**src/rtl/fa_serial_driver_if.sv**
```systemverilog
`default_nettype none
// ============================================================================
//  Module      : inf
//  Description : Single-bit full-adder interface. The stimulus side uses the
//                drv modport to own a, b and cin and to sample sum and
//                carry. The adder side uses the fa modport.
//  Signals     : a, b, cin  - operand bits and carry-in (driven by drv)
//                sum, carry - full-adder outputs (driven by fa)
//  Revision    : 1.0 - initial release
// ============================================================================
interface inf;
  logic a;
  logic b;
  logic cin;
  logic sum;
  logic carry;

  modport drv (output a, b, cin, input sum, carry);
  modport fa  (input a, b, cin, output sum, carry);
endinterface
`default_nettype wire

```
**src/rtl/fa_serial_driver.sv**
```systemverilog
`default_nettype none
// ============================================================================
//  Module      : fa_serial_driver
//  Description : Bit-serial adder front end. Accepts two W-bit operands plus
//                a carry-in, streams them LSB first through an external
//                single-bit full adder (one bit per clock), feeds each carry
//                back as the next cin, and returns a W-bit sum plus carry-out.
//  Ports       : clk        - clock, all state changes on posedge
//                rst_n      - synchronous active-low reset
//                in_valid   - operands presented
//                in_ready   - operands can be accepted (IDLE only)
//                op_a, op_b - W-bit operands
//                cin_in     - carry-in for bit 0
//                out_valid  - result/cout valid, held until accepted
//                out_ready  - consumer accepts result
//                result     - W-bit sum
//                cout       - final carry-out
//                f          - inf.drv: drives a/b/cin, samples sum/carry
//  Revision    : 1.0 - initial release
// ============================================================================
module fa_serial_driver #(
  parameter int W = 8
) (
  input  logic         clk,
  input  logic         rst_n,
  input  logic         in_valid,
  output logic         in_ready,
  input  logic [W-1:0] op_a,
  input  logic [W-1:0] op_b,
  input  logic         cin_in,
  output logic         out_valid,
  input  logic         out_ready,
  output logic [W-1:0] result,
  output logic         cout,
  inf.drv              f
);

  // A one-bit counter is kept even for W=1 so the index is never zero-width.
  localparam int               CNT_W    = (W > 1) ? $clog2(W) : 1;
  localparam logic [CNT_W-1:0] CNT_LAST = CNT_W'(W - 1);

  typedef enum logic [1:0] {
    IDLE  = 2'd0,
    SHIFT = 2'd1,
    DONE  = 2'd2
  } state_t;

  state_t           state_q;
  logic [CNT_W-1:0] cnt_q;
  logic [CNT_W-1:0] cnt_d;
  logic [W-1:0]     a_q;
  logic [W-1:0]     b_q;
  logic             carry_q;
  logic [W-1:0]     result_q;
  logic             cout_q;
  logic             out_valid_q;
  logic             in_ready_q;

  assign cnt_d = cnt_q + CNT_W'(1);

  // The adder only sees live operand bits while shifting; it is quiet
  // otherwise so the shared interface never carries stale data.
  assign f.a   = (state_q == SHIFT) ? a_q[cnt_q] : 1'b0;
  assign f.b   = (state_q == SHIFT) ? b_q[cnt_q] : 1'b0;
  assign f.cin = (state_q == SHIFT) ? carry_q    : 1'b0;

  assign in_ready  = in_ready_q;
  assign out_valid = out_valid_q;
  assign result    = result_q;
  assign cout      = cout_q;

  always_ff @(posedge clk) begin
    if (!rst_n) begin
      state_q     <= IDLE;
      cnt_q       <= '0;
      a_q         <= '0;
      b_q         <= '0;
      carry_q     <= 1'b0;
      result_q    <= '0;
      cout_q      <= 1'b0;
      out_valid_q <= 1'b0;
      in_ready_q  <= 1'b1;
    end else begin
      case (state_q)
        IDLE: begin
          if (in_valid) begin
            a_q        <= op_a;
            b_q        <= op_b;
            carry_q    <= cin_in;
            cnt_q      <= '0;
            in_ready_q <= 1'b0;
            state_q    <= SHIFT;
          end
        end

        SHIFT: begin
          result_q[cnt_q] <= f.sum;
          carry_q         <= f.carry;
          if (cnt_q == CNT_LAST) begin
            // Counter is left at its last value rather than wrapping.
            cout_q      <= f.carry;
            out_valid_q <= 1'b1;
            state_q     <= DONE;
          end else begin
            cnt_q <= cnt_d;
          end
        end

        DONE: begin
          // Returning to IDLE takes a full cycle; in_ready rises only there,
          // so a new operation can never be accepted on the handshake edge.
          if (out_ready) begin
            out_valid_q <= 1'b0;
            in_ready_q  <= 1'b1;
            state_q     <= IDLE;
          end
        end

        default: begin
          out_valid_q <= 1'b0;
          in_ready_q  <= 1'b1;
          state_q     <= IDLE;
        end
      endcase
    end
  end

endmodule
`default_nettype wire

```
**src/flat_wrapper.sv**
```systemverilog
// flat-port wrapper written by rule: the top's interface ports become plain ports
module fa_serial_driver_flat 
#(
  parameter int W = 8
)
  (clk, rst_n, in_valid, in_ready, op_a, op_b, cin_in, out_valid, out_ready, result, cout, f_a, f_b, f_cin, f_sum, f_carry);
  inf f_i ();
  input  logic clk;
  input  logic rst_n;
  input  logic in_valid;
  output logic in_ready;
  input  logic [W-1:0] op_a;
  input  logic [W-1:0] op_b;
  input  logic cin_in;
  output logic out_valid;
  input  logic out_ready;
  output logic [W-1:0] result;
  output logic cout;
  output wire logic [$bits(f_i.a)-1:0] f_a;
  output wire logic [$bits(f_i.b)-1:0] f_b;
  output wire logic [$bits(f_i.cin)-1:0] f_cin;
  input wire logic [$bits(f_i.sum)-1:0] f_sum;
  input wire logic [$bits(f_i.carry)-1:0] f_carry;
  assign f_a = f_i.a;
  assign f_b = f_i.b;
  assign f_cin = f_i.cin;
  assign f_i.sum = f_sum;
  assign f_i.carry = f_carry;
  fa_serial_driver #(.W(W)) u_core (.clk(clk), .rst_n(rst_n), .in_valid(in_valid), .in_ready(in_ready), .op_a(op_a), .op_b(op_b), .cin_in(cin_in), .out_valid(out_valid), .out_ready(out_ready), .result(result), .cout(cout), .f(f_i));
endmodule
```
**config.mk**
```make
export PLATFORM = sky130hd
export DESIGN_NAME = fa_serial_driver_flat
export DESIGN_NICKNAME = d
export VERILOG_FILES = /design/src/rtl/fa_serial_driver_if.sv /design/src/rtl/fa_serial_driver.sv /design/src/flat_wrapper.sv
export SDC_FILE = /design/constraint.sdc
export NUM_CORES = 1
export LEC_CHECK = 0
export ABC_AREA = 1
export BUFFER_PORTS_ARGS = -buffer_cell sky130_fd_sc_hd__clkbuf_2
export CAP_MARGIN = 25
export CORE_ASPECT_RATIO = 1.5
export CORE_MARGIN = 2
export CORE_UTILIZATION = 30
export DETAILED_ROUTE_END_ITERATION = 10
export GPL_TIMING_DRIVEN = 0
export SYNTH_ARGS = -nofsm -noshare
export SYNTH_HDL_FRONTEND = slang
export SYNTH_SLANG_ARGS = --single-unit
```
**constraint.sdc**
```tcl
create_clock -name clk -period 3.2 [get_ports clk]
set_input_delay 0.48 -clock clk [delete_from_list [all_inputs] [get_ports clk]]
set_output_delay 0.48 -clock clk [all_outputs]
set_load 0.01 [all_outputs]
```
==> reports/qor.yml <==
placement:
  routabilityCongestion: 0.780
  dp_slack_ns: 1.39
  dpl.hpwl_mm: 2.66
  portBuffers: 35
setup_path:
  critPathMaxFanout: 6
  r2r-start: "u_core.cnt_q[1]"
  critPathArrivalTime_ns: 1.65
  end_kind: "primary output"
  setup.worst_path.end: "f_a"
  crit_path_start_kind: "flop"
  crit_type: "reg2out"
  r2r_end: "u_core.cnt_q[1]"
  worst-r2r-setup-slack_ns: 1.90
  crit_required_ns: 2.72
  cp-startpoint: "u_core.cnt_q[1]"
  reg2regPathDepth: 6
global_route:
  met1_usage_pct: 15.5
  grt_pass1_vias: 1314
  antenna_found_initial: 0
  grt_use_met2_pct: 23.5
  grt_pass1_wl_mm: 5.92
  grt.overflow.total: 0
  grt-busiest-layer: "met2"
  grt_max_degree: 11
  grt_util_all_layers_pct: 14.2
  grtUsageMet3_pct: 4.30
cells_and_area:
  finalNetCount: 281
  diodes: 0
  fillCellCount: 581
  final_cell_mix: "nand2_1, clkbuf_2, nor2_1"
  area_growth_pct: 24.9
  final_common_cell: "nand2_1"
  fin_util_pct: 39.0
  drive_gt1_share_pct: 21.4
timing:
  layout_min_cycle_time_ns: 2.13
  rsz0062_at_grt: "no"
  maxSlewHeadroom_pct: 70.6
  layout_setup_ws_ns: 1.07
  hold_violations: 0
  tns_ns: 0
  finClkSkew_ns: 0.00655
  setup_viol: 0
  clock.fmax_mhz: 470
  finalMaxSlewViolations: 0
  worstMarginPinSlew_ns: 0.442
  fin_crit_sh_pct: 66.5
route:
  drtPass1Iterations: 4
  drc: 0
  routedWlPerCell_um: 11.0
  drtIter0Drc: 53
  via_count: 1439
  postRouteAntennaNets: 0
  drt_wl_total_mm: 3.54
  avgViaCountPerCell: 4.46
synth:
  synth_compound_area_share_pct: 15.4
  syn_area_um2: 1500
  synth_top_family_by_area: "simple AND/OR/NAND/NOR gates"
  synthMuxAreaShare_pct: 0
  synth-seq-cells: 33
  ys_seq_area_share_pct: 44.0
  yosys.cell_types.count: 22
  synthXorXnorAreaFrac_pct: 0
  avgSynthCellArea_um2: 7.01
  netlist_instances: 214
  synthesis.nets: 239
  synth_fa_ha_area_share_pct: 1.67
  synth-simple-area-share_pct: 28.4
  yosys_warnings: 0
clock_tree:
  cts.repair.resized: 0
  cts.clk_slew.worst_paths_ns: 0.07
  clk_path_buf_depth: 2
  cts_sinks: 33
  cts_tree: "done"
  clockRootBuffer: "clkbuf_8"
  ctsHoldBuffers: 0
  cts_buffers: 5
  cts_htree_levels: 2
  cts_setup_buffers: 0
  worstSkewPairLatency_ns: 0.28
worst_hold_path:
  hold_class: "reg2reg"
floorplanning:
  rows: 31
  fp.dieW_um: 61.7
  core_um2: 4810
  die_area_um2: 5590
  die_h_um: 90.6
  pin_count: 37
  start_util_pct: 31.2
power:
  powerDensity_nw_per_um2: 540
  p_leak_nw: 0.894
  worst_ir_drop_vdd_mv: 0.197
status:
  status: "finished clean"
run:
  drv_cap: 0
through the flow:
step	instance area, um2	hold slack [ns]	power, mW	instances
after detailed placement	1760	0.449	0.622	315
final	1870	0.454	1.01	323
after global routing	1870	0.474	1.07	323
after global placement	1760	0.444	0.620	315
after floorplan	1500	0.429	0.571	214
after CTS	1870	0.454	1.02	323
synth_stat cells:
cell type | instances | area share (%)
buf_8 | 1 | 1.0
clkinv_1 | 1 | 0.25
nor2_2 | 1 | 0.42
nor2_4 | 2 | 1.5
nand2_2 | 3 | 1.3
ha_1 | 2 | 1.7
inv_2 | 1 | 0.25
a21oi_1 | 20 | 6.7
clkbuf_1 | 2 | 0.50
a31oi_1 | 1 | 0.42
buf_2 | 1 | 0.33
nor2_1 | 34 | 8.5
nor3_1 | 4 | 1.3
buf_4 | 2 | 1.0
inv_1 | 24 | 6.0
buf_6 | 1 | 0.75
dfxtp_1 | 33 | 44
a22oi_1 | 2 | 1.0
nand3_1 | 17 | 5.7
clkbuf_2 | 1 | 0.33
o21ai_0 | 22 | 7.3
nand2_1 | 39 | 9.8
layout make-up:
class	instances	area [um2]	area share [%]
plain buffers	8	58.8	3.14
clock buffers	7	86.3	4.61
clock inverters	1	30.0	1.60
inverters	26	97.6	5.21
multi-input cells	147	683	36.4
flip-flops and latches	33	661	35.2
well taps	66	82.6	4.41
repair buffers	35	175	9.35
cells by family after synthesis:
family                   count (synthesis)
adder cells (fa/ha/maj)                  2
flip-flops                              33
buffers and inverters                   34
AO/OA/AOI/OAI                           45
AND/OR/NAND/NOR                        100
how the worst min path moves through the flow:
| stage | start | to | slack [ns] | depth (start not counted) |
|---|---|---|---|---|
| 2_1_floorplan | u_core.a_q[1] | u_core.a_q[1] | 0.43 | 2 |
| 3_3_place_gp | u_core.a_q[7] | u_core.a_q[7] | 0.44 | 2 |
| 3_5_place_dp | u_core.b_q[4] | u_core.b_q[4] | 0.45 | 2 |
| 4_1_cts | out_ready | u_core.state_q[1] | 0.45 | 4 |
| 5_1_grt | cin_in | u_core.carry_q | 0.47 | 3 |
| 6_report | u_core.a_q[6] | u_core.a_q[6] | 0.45 | 2 |
layer usage:
layer,vias up,wire [um],part of all wire (%)
met3,4,135,3.8
met5,-,0,0
met2,27,1800,51
li1,771,-,-
met1,637,1530,43
met4,0,74,2.1
state kept, by name (all words and copies together), names as in the netlist:
register and cells:
u_core.state_q 2, u_core.in_ready 1, u_core.b_q 8, u_core.cnt_q 3
u_core.out_valid 1, u_core.a_q 8, u_core.carry_q 1, u_core.result 8
u_core.cout 1
where the power goes:
group          switching (mW)  internal [mW]
combinational          0.0979         0.0608
sequential             0.0138          0.438
clock                   0.148          0.254
critical path: stages (launching register included):
cell and delay, ns:
dfxtp_1 0.42, inv_1 0.11, nor2_1 0.35, nand3_1 0.13, nand2_1 0.08, nor2_1 0.04
nor2_1 0.10, clkbuf_2 0.14
Power figures use the tool's default switching activity.
